### config.mk
export PLATFORM = sky130hd
export DESIGN_NAME = piso_serializer
export DESIGN_NICKNAME = d
export VERILOG_FILES = /design/src/rtl/piso_pkg.sv /design/src/rtl/piso_serializer_hold_buf.sv /design/src/rtl/piso_serializer.sv
export SDC_FILE = /design/constraint.sdc
export NUM_CORES = 1
export LEC_CHECK = 0
export ABC_AREA = 1
export BUFFER_PORTS_ARGS = -buffer_cell sky130_fd_sc_hd__buf_2
export CAP_MARGIN = 10
export CELL_PAD_IN_SITES_DETAIL_PLACEMENT = 0
export CELL_PAD_IN_SITES_GLOBAL_PLACEMENT = 2
export CORE_UTILIZATION = 29
export CTS_BUF_LIST = sky130_fd_sc_hd__clkbuf_4
export DETAILED_ROUTE_END_ITERATION = 16
export PLACE_DENSITY_LB_ADDON = 0.1
export SYNTH_ARGS = -nofsm -noshare
export SYNTH_HDL_FRONTEND = slang
export SYNTH_SLANG_ARGS = --single-unit
### constraint.sdc
create_clock -name clk -period 1.5 [get_ports clk]
set_clock_uncertainty 0.15 [all_clocks]
set_input_delay 0.3 -clock clk [delete_from_list [all_inputs] [get_ports clk]]
set_output_delay 0.3 -clock clk [all_outputs]
set_load 0.02 [all_outputs]
### src/rtl/piso_pkg.sv
// Shared types and helpers for the parallel-to-serial converter.
// The FSM only distinguishes "nothing on the line" from "word in flight".
package piso_pkg;

    typedef enum logic {
        IDLE  = 1'b0,
        SHIFT = 1'b1
    } piso_state_t;

    function automatic int piso_cw(input int width);
        return $clog2(width);
    endfunction

endpackage

### src/rtl/piso_serializer_hold_buf.sv
// One-entry valid/ready holding register in front of the shifter.
// The shifter drains it with load; flush discards the entry and any same-cycle write.
module piso_hold_buf #(
    parameter int WIDTH = 8
) (
    input  logic             clk,
    input  logic             reset,
    input  logic [WIDTH-1:0] in_data,
    input  logic             in_valid,
    output logic             in_ready,
    input  logic             load,
    input  logic             flush,
    output logic [WIDTH-1:0] hold,
    output logic             hold_full
);

    // A drain only happens while full, so in_ready is already low and
    // a write can never coincide with it.
    always_ff @(posedge clk or posedge reset) begin
        if (reset) begin
            hold      <= '0;
            hold_full <= 1'b0;
        end else if (flush) begin
            hold_full <= 1'b0;
        end else if (load) begin
            hold_full <= 1'b0;
        end else if (in_valid && !hold_full) begin
            hold      <= in_data;
            hold_full <= 1'b1;
        end
    end

    assign in_ready = !hold_full;

endmodule

### src/rtl/piso_serializer.sv
// Parallel-to-serial converter with a one-word buffer for gap-free streaming,
// tick-paced bit rate, selectable bit order and word-framing strobes.
module piso_serializer
    import piso_pkg::*;
#(
    parameter int WIDTH     = 8,
    parameter bit MSB_FIRST = 1'b0
) (
    input  logic                        clk,
    input  logic                        reset,
    input  logic [WIDTH-1:0]            in_data,
    input  logic                        in_valid,
    output logic                        in_ready,
    input  logic                        tick,
    input  logic                        abort,
    output logic                        sd,
    output logic                        sd_valid,
    output logic                        sd_start,
    output logic                        sd_last,
    output logic                        sd_end,
    output logic [piso_cw(WIDTH)-1:0]   bit_idx,
    output logic                        busy
);

    localparam int CW = piso_cw(WIDTH);
    localparam logic [CW-1:0] LAST = CW'(WIDTH - 1);

    piso_state_t      state;
    logic [WIDTH-1:0] shreg;
    logic [WIDTH-1:0] shreg_nxt;
    logic [CW-1:0]    cnt;
    logic [WIDTH-1:0] hold;
    logic             hold_full;
    logic             on_last;
    logic             load;

    assign on_last = (state == SHIFT) && (cnt == LAST);

    // Load straight away when idle, or on the tick that retires the last
    // bit so consecutive words leave no idle cycle on the line.
    assign load = !abort && hold_full && ((state == IDLE) || (tick && on_last));

    assign shreg_nxt = MSB_FIRST ? {shreg[WIDTH-2:0], 1'b0}
                                 : {1'b0, shreg[WIDTH-1:1]};

    piso_hold_buf #(.WIDTH(WIDTH)) u_hold (
        .clk       (clk),
        .reset     (reset),
        .in_data   (in_data),
        .in_valid  (in_valid),
        .in_ready  (in_ready),
        .load      (load),
        .flush     (abort),
        .hold      (hold),
        .hold_full (hold_full)
    );

    always_ff @(posedge clk or posedge reset) begin
        if (reset) begin
            state    <= IDLE;
            shreg    <= '0;
            cnt      <= '0;
            sd_start <= 1'b0;
            sd_end   <= 1'b0;
        end else begin
            sd_start <= 1'b0;
            sd_end   <= 1'b0;
            if (abort) begin
                state <= IDLE;
                cnt   <= '0;
            end else begin
                case (state)
                    IDLE: begin
                        if (hold_full) begin
                            shreg    <= hold;
                            cnt      <= '0;
                            state    <= SHIFT;
                            sd_start <= 1'b1;
                        end
                    end
                    SHIFT: begin
                        if (tick) begin
                            if (cnt == LAST) begin
                                sd_end <= 1'b1;
                                cnt    <= '0;
                                if (hold_full) begin
                                    shreg    <= hold;
                                    sd_start <= 1'b1;
                                end else begin
                                    state <= IDLE;
                                end
                            end else begin
                                cnt   <= cnt + 1'b1;
                                shreg <= shreg_nxt;
                            end
                        end
                    end
                    default: state <= IDLE;
                endcase
            end
        end
    end

    assign sd_valid = (state == SHIFT);
    assign sd       = sd_valid && (MSB_FIRST ? shreg[WIDTH-1] : shreg[0]);
    assign sd_last  = on_last;
    assign bit_idx  = cnt;
    assign busy     = sd_valid || hold_full;

endmodule

==> reports/results.ini, run 1 <==
[worst_setup_path]
cp_max_fo=3
cp-end-kind=primary output
timing.rr.end=shreg[4]
crit_type=reg -> out
path_common_cell=ha_4
cp_cell_sequence=ha_4 -> ha_4 -> nand2_2 -> inv_2 -> buf_6
reg2reg_slack_ns=0.04
worstSetupStartpointType=flop
timing.rr.start=bit_idx[0]
crit_slowest_cell=dfrtp_2
critPathMaxStageDelay_ns=0.46
crit_start=bit_idx[0]
critPathRequiredTime_ns=1.05
arrival_ns=1.31
rr_worst_depth=8
cp-endpoint=sd_last

[die]
core_area_um2=3800
start_util=0.314
num_rows=22
ios=23
die_h_um=66.2
die_width_um=66.2
fp.dieArea_um2=4380

[logic_synthesis]
synth_top_area_frac=0.482
synth_cells=151
synth-edff-count=0
yosys_warnings=0
synthArstFlopShare=1.00
synth_commonest_cells=nand2_1, dfrtp_1, inv_1
ys_ff_latch=23
yosys.area.top_type=dfrtp_1
synth.area.top_cells=dfrtp_1, nand2_1, nand3_1, inv_1, nor2_1
syn_area_per_cell_um2=7.90
synth-main-ff-cell=dfrtp_1
ys_seq_area_frac=0.482
yosysUniqueCellTypes=19
yosysMostFrequentCell=nand2_1
syn_area_um2=1190
synthesis.nets=166

[status]
status=finished, violations left
violations=negative setup slack

[drt]
via_per_inst=4.22
ant_nets=0
wl_um=2420
drtIter0Drc=32
wl_per_cell_um=10.6
drtPass1Iterations=4
route.vias.total=967
route.detailed.drc=0

[clock_tree]
cts_buffers=3
cts.htree.levels=1
cts_tree=built
clock_sinks=23
clk_path_buf_depth=2
clk_pin_slew_worst_paths_ns=0.12
cts-root-buf=clkbuf_4
clkLatencyLatePin_ns=0.31

[power_and_ir_drop]
ir_worst_vdd_uv=370
clkPwrFrac=0.219
p_leak_nw=0.817
comb_power_share=0.230
pwr_density_cell_nw_per_um2=962
power_switching_mw=0.440
p_int_mw=0.978
total_power_mw=1.42
power.share.switching=0.310
p_seq_frac=0.552

[timing]
min_period_ns=1.76
finalSetupViolCount=4
rsz0062_at_grt=yes
tightest_slew_ns=0.299
drv_slew=0
worst_slack_ns=-0.256
max_freq_ghz=0.570
maxSlewHeadroom=0.800
min_period_over_period=1.17
hold_violations=0

[global_routing]
grt_pass1_vias=886
grt_max_degree=24
antenna_found_initial=0
grt_pass1_wl_um=4060
grt.overflow.total=0
grt_util_all_layers=0.126

[final_layout]
final_cell_count_no_fill=229
final_area_um2=1480
fin_util=0.388
nFillCells=409
area_growth_pct=23.6
fin_nets=197
antennaDiodeCount=0
drive_gt1_frac=0.287

[placed_design]
post_dp_cell_area_um2=1370
dp.cells=220
dp_worst_setup_slack_ns=0.0241
port_buffers=22
hpwl_um=1800
gp_congestion=0.702

[job]
drv_cap=0

[worst_hold_path]
holdCritPathClass=in -> reg

[placed cells by master (no fill, tap or decap), types with 2 or more instances in the layout]
cell type / n
inv_2: 2
dfrtp_2: 2
nand2_2: 2
buf_4: 8
ha_4: 2
nand2_1: 53
inv_1: 14
o21ai_0: 2
a21oi_1: 3
nor2_2: 4
nand3_1: 12
inv_4: 2
clkbuf_4: 4
o21ai_1: 7
buf_6: 4
nor2_1: 15
dfrtp_1: 21
buf_2: 18
[registers in the layout (all words and copies together) (netlist names)]
| name | flops |
|---|---|
| sd_start | 1 |
| sd_end | 1 |
| shreg | 8 |
| u_hold.hold | 8 |
| u_hold.hold_full | 1 |
| bit_idx | 3 |
| sd_valid | 1 |
[how the worst min path moves through the flow]
stage	cells after the start	start	end	slack (ns)
floorplan	1	reset	bit_idx[2]	0.15
global placement	3	reset	bit_idx[2]	0.21
detailed placement	3	reset	bit_idx[2]	0.22
CTS	2	abort	sd_valid	0.04
global route	2	abort	sd_valid	0.02
finish	2	abort	sd_valid	0.04
[worst max-delay path, delay by kind of cell (launching register included)]
kind          cells  cell delay (ns)
simple gates      1             0.05
buf+inv           2             0.15
fa+ha+maj         2             0.34
flops             1             0.46
[power groups by stage]
stage	sequential [mW]	combinational [mW]	clock [mW]
after floorplan	0.789	0.241	0
after global placement	0.796	0.303	0
after detailed placement	0.798	0.307	0
after CTS	0.783	0.324	0.328
after global routing	0.796	0.375	0.356
final	0.783	0.326	0.310
[repair_timing]
action / CTS / global route
setup buffers: 2 / 2
pin swaps: 2 / 1
endpoints found under the hold margin: 23 / 0
hold buffers: 1 / 0
gates resized for setup: 5 / 6
setup endpoints to repair: 4 / 12
[layout make-up]
type / count / area [um^2] / area share
Clock buffer: 4 / 30.0 / 0.0204
Inverter: 18 / 72.6 / 0.0492
Multi-Input combinational cell: 105 / 529 / 0.359
Sequential cell: 23 / 578 / 0.392
Tap cell: 48 / 60.1 / 0.0407
Timing Repair Buffer: 31 / 205 / 0.139
[per-stage QoR]
step | hold WS (ns) | TNS [ns]
final | 0.0423 | -0.466
after global routing | 0.0191 | -0.911
after CTS | 0.0351 | -0.480
after detailed placement | 0.215 | 0
after global placement | 0.212 | 0
after floorplan | 0.152 | -0.0360
[per-layer routing]
layer	track usage	part of all wire
met3	0.0155	0.029
met2	0.191	0.43
met5	0	0
met4	0.0559	0.017
met1	0.177	0.52
[cells by family after synthesis]
| group | after synthesis | share of synthesized area |
|---|---|---|
| AND/OR/NAND/NOR | 91 | 0.338 |
| adder cells (fa/ha/maj) | 2 | 0.0210 |
| buffers and inverters | 23 | 0.109 |
| flip-flops | 23 | 0.482 |
| AO/OA/AOI/OAI | 12 | 0.0503 |
Power figures use the tool's default switching activity.
==> run 2: changes to the inputs <==
Settings changed: REMOVE_ABC_BUFFERS set to 1.
==> run 2 against run 1 <==
  * The flow still finishes with violations (negative setup slack)
  * Non-clock buffer count is 3 higher
  * Via count is 4.8% higher
  * Wire length rose by 7.3%
  * Die area did not move
  * Maximum frequency is essentially flat
  * Clock power grew 4%
  * Sequential share of layout area shrank 1.3 points
  * Register-to-register slack got worse by 0.06 ns
  * Critical path type unchanged
  * Critical endpoint unchanged
==> reports/results.ini, run 2 (synthesized netlist as in run 1, its figures left out) <==
[die]
ios=23
die_width_um=66.2
die_h_um=66.2
start_util=0.314
fp.dieArea_um2=4380
core_area_um2=3800
num_rows=22

[clock_tree]
clkLatencyLatePin_ns=0.32
cts.htree.levels=1
cts-root-buf=clkbuf_4
clk_pin_slew_worst_paths_ns=0.13
cts_buffers=3
cts_tree=built
clk_path_buf_depth=2
clock_sinks=23

[worst_setup_path]
worstSetupStartpointType=flop
reg2reg_slack_ns=-0.02
crit_type=reg -> out
critPathRequiredTime_ns=1.05
arrival_ns=1.31
rr_worst_depth=8
cp-end-kind=primary output
cp_max_fo=3

[final_layout]
drive_gt1_frac=0.315
layout_common_cells=nand2_1, dfrtp_1, buf_2
area_growth_pct=27.6
fin_nets=200
final_cell_count_no_fill=232
final_common_cell=nand2_1
antennaDiodeCount=0
fin_util=0.401

[global_routing]
busiest_layer=met2
grt_pass1_wl_um=4570
grt.overflow.total=0
grt_util_met1=0.194
use_met2=0.223
grt_max_degree=24
grt_util_all_layers=0.145
antenna_found_initial=0
use_met3=0.0259
grt_pass1_vias=957

[drt]
wl_um=2590
route.vias.total=1013
drtPass1Iterations=4
via_per_inst=4.37
ant_nets=0
route.detailed.drc=0
drtIter0Drc=27
wl_per_cell_um=11.2

[worst_hold_path]
min_path_cells=2
holdCritPathClass=in -> reg

[power_and_ir_drop]
pwr_density_cell_nw_per_um2=955
ir_worst_vdd_uv=329
p_leak_nw=0.835

[placed_design]
dp.cells=221
port_buffers=22
gp_congestion=0.765
hpwl_um=1750

[timing]
maxSlewHeadroom=0.793
max_freq_ghz=0.569
hold_violations=0
rsz0062_at_grt=yes
worst_slack_ns=-0.257
min_period_over_period=1.17
tightest_slew_ns=0.311
min_period_ns=1.76
drv_slew=0
finalSetupViolCount=10

[status]
status=finished, violations left
violations=negative setup slack

[job]
drv_cap=0

-- run 2: changes by cell type in the layout (fill, tap and decap cells not counted), sizes merged --
cell	previous run	this run
buf	30	33
-- run 2: per-layer routing --
| metal | share of wire | wire length [um] |
|---|---|---|
| met1 | 0.49 | 1280 |
| met4 | 0.018 | 47 |
| met2 | 0.46 | 1190 |
| met5 | 0 | 0 |
| met3 | 0.031 | 80 |
-- run 2: metrics by stage --
| stage | power [mW] | instance area (um^2) | hold slack [ns] | setup TNS (ns) | setup slack [ns] |
|---|---|---|---|---|---|
| after floorplan | 1.00 | 1130 | 0.152 | -1.18 | -0.174 |
| after global placement | 1.09 | 1340 | 0.211 | -0.571 | -0.0800 |
| after detailed placement | 1.10 | 1340 | 0.216 | -0.943 | -0.126 |
| after CTS | 1.46 | 1450 | 0.00931 | -0.705 | -0.283 |
| after global routing | 1.58 | 1520 | 0.0199 | -1.77 | -0.325 |
| final | 1.45 | 1520 | 0.0302 | -0.594 | -0.257 |
-- run 2: timing repair --
item                       in CTS  in global routing
hold buffers                    1                  0
setup endpoints to repair      14                 16
setup buffers                   3                  4
hold endpoints to repair       23                  0
gates resized for setup        12                 18
pin swaps                       2                  3
-- run 2: power by group --
| group | internal, mW | total, mW | switching, mW |
|---|---|---|---|
| Clock | 0.122 | 0.323 | 0.201 |
| Sequential | 0.716 | 0.785 | 0.0694 |
| Combinational | 0.153 | 0.345 | 0.192 |
| Total | 0.991 | 1.45 | 0.463 |
-- run 2: critical path, stage by stage, from the launching register on --
cell     delay, ns
dfrtp_1       0.44
ha_4          0.18
ha_4          0.16
nand2_2       0.05
inv_2         0.03
buf_6         0.12
-- run 2: cell type report --
type                            count  area (um^2)
Sequential cell                    23          577
Clock buffer                        4         30.0
Tap cell                           48         60.1
Timing Repair Buffer               34          246
Inverter                           18         70.1
Fill cell                         408         2280
Multi-Input combinational cell    105          539
-- run 2: path summary, 6_finish.rpt --
check,startpoint,endpoint
max,bit_idx[0],sd_last
min,abort,sd_valid
max reg2reg,bit_idx[0],shreg[2]
min reg2reg,u_hold.hold[4],u_hold.hold[4]
max in group asynchronous,reset,sd_valid
min in group asynchronous,reset,u_hold.hold[7]
==> run 3: changes to the inputs <==
Settings changed: CTS_CLUSTER_DIAMETER set to 80, SKIP_CTS_REPAIR_TIMING set to 1.
==> run 3 against run 2 <==
  * The flow still finishes with violations (negative setup slack)
  * Sequential share of layout area down 0.55 points
  * Global-route usage down 0.68 points
  * Wire length down 3.7%
  * Largest cell class unchanged
  * Largest power group unchanged
==> reports/results.ini, run 3 (synthesized netlist as in run 1, its figures left out) <==
[status]
status=finished, violations left
violations=negative setup slack

[power_and_ir_drop]
pwr_density_cell_nw_per_um2=946
p_leak_nw=0.850
ir_worst_vdd_uv=317
total_power_mw=1.46

[drt]
drtIter0Drc=27
via_per_inst=4.34
route.detailed.drc=0
route.vias.total=1021
wl_um=2500
wl_per_cell_um=10.6
drtPass1Iterations=3
ant_nets=0

[worst_hold_path]
hold_end=sd_valid
hold_start=abort
min_path_cells=2
holdCritPathClass=in -> reg

[clock_tree]
clk_pin_slew_worst_paths_ns=0.13
cts_buffers=3
cts.htree.levels=1
clock_sinks=23
cts-root-buf=clkbuf_4
clk_path_buf_depth=2
clkLatencyLatePin_ns=0.32
cts_tree=built

[final_layout]
nFillCells=409
multi_input_comb_area_um2=529
fin_nets=203
drive_gt1_frac=0.326
area_growth_pct=29.5
layout_common_cells=nand2_1, dfrtp_1, buf_2
final_cell_count_no_fill=235
final_area_um2=1550
seq_area_um2=577
final_common_cell=nand2_1
antennaDiodeCount=0

[placed_design]
post_dp_cell_area_um2=1340
gp_congestion=0.765
port_buffers=22
dp.cells=221
hpwl_um=1750
dp_worst_setup_slack_ns=-0.126

[worst_setup_path]
cp_cell_sequence=ha_2 -> ha_4 -> nand2_2 -> inv_2 -> buf_6
critPathMaxStageDelay_ns=0.42
critPathRequiredTime_ns=1.05
crit_slowest_cell=dfrtp_1
cp-end-kind=primary output
timing.rr.start=bit_idx[0]
cp_max_fo=3
crit_type=reg -> out
timing.rr.end=shreg[0]
critPathTopFamily=flip-flops
rr_worst_depth=8
reg2reg_slack_ns=-0.05
path_buf_inv=2
worstSetupStartpointType=flop
arrival_ns=1.30

[global_routing]
antenna_found_initial=0
grt_pass1_wl_um=4390
grt_max_degree=24
grt_util_all_layers=0.138
grt.overflow.total=0
grt_pass1_vias=901

[die]
die_width_um=66.2
fp.dieArea_um2=4380
start_util=0.314
ios=23
core_area_um2=3800
die_h_um=66.2
num_rows=22

[timing]
min_period_over_period=1.17
drv_slew=0
worst_slack_ns=-0.249
max_freq_ghz=0.572
rsz0062_at_grt=yes
finalSetupViolCount=11
tightest_slew_ns=0.309
hold_violations=0
maxSlewHeadroom=0.794
min_period_ns=1.75

[job]
drv_cap=0

[run 3: changes by cell type in the layout (fill, tap and decap cells not counted)]
cell      change
ha_2          +1
ha_4          -1
buf_4         +1
inv_4         -1
buf_6         +2
clkinv_4      +1
[run 3: worst max-delay path by stage]
stage,start,to,cells past startpoint
3_5_place_dp,bit_idx[0],shreg[2],8
4_1_cts,bit_idx[0],sd_last,5
3_3_place_gp,bit_idx[0],shreg[2],8
2_1_floorplan,bit_idx[0],shreg[1],8
5_1_grt,bit_idx[0],sd_last,5
6_report,bit_idx[0],sd_last,5
[run 3: final cells by class]
class                      instances  share of cell area
clock buffer                       4              0.0194
sequential                        23               0.373
timing repair buffer              37               0.179
inverter                          18              0.0470
multi-input combinational        105               0.343
tap                               48              0.0389
[run 3: stage by stage]
| stage | hold slack [ns] | util | TNS (ns) |
|---|---|---|---|
| floorplan | 0.152 | - | -1.18 |
| global placement | 0.211 | 0.353 | -0.571 |
| detailed placement | 0.216 | 0.353 | -0.943 |
| CTS | -0.161 | 0.361 | -2.14 |
| global route | 0.0194 | 0.407 | -1.80 |
| finish | 0.0285 | 0.407 | -0.626 |
[run 3: report_power, final]
group          internal [mW]  switching (mW)
Sequential             0.716          0.0709
Combinational          0.161           0.190
Clock                  0.122           0.203
Total                  0.999           0.463
[run 3: routing by layer]
| metal | global-route usage | part of all wire | routed length (um) | vias up |
|---|---|---|---|---|
| met3 | 0.0259 | 0.034 | 84 | 5 |
| met1 | 0.191 | 0.52 | 1310 | 465 |
| met2 | 0.203 | 0.42 | 1050 | 17 |
| met5 | 0 | 0 | 0 | - |
| li1 | - | - | - | 534 |
| met4 | 0.0718 | 0.022 | 55 | 0 |
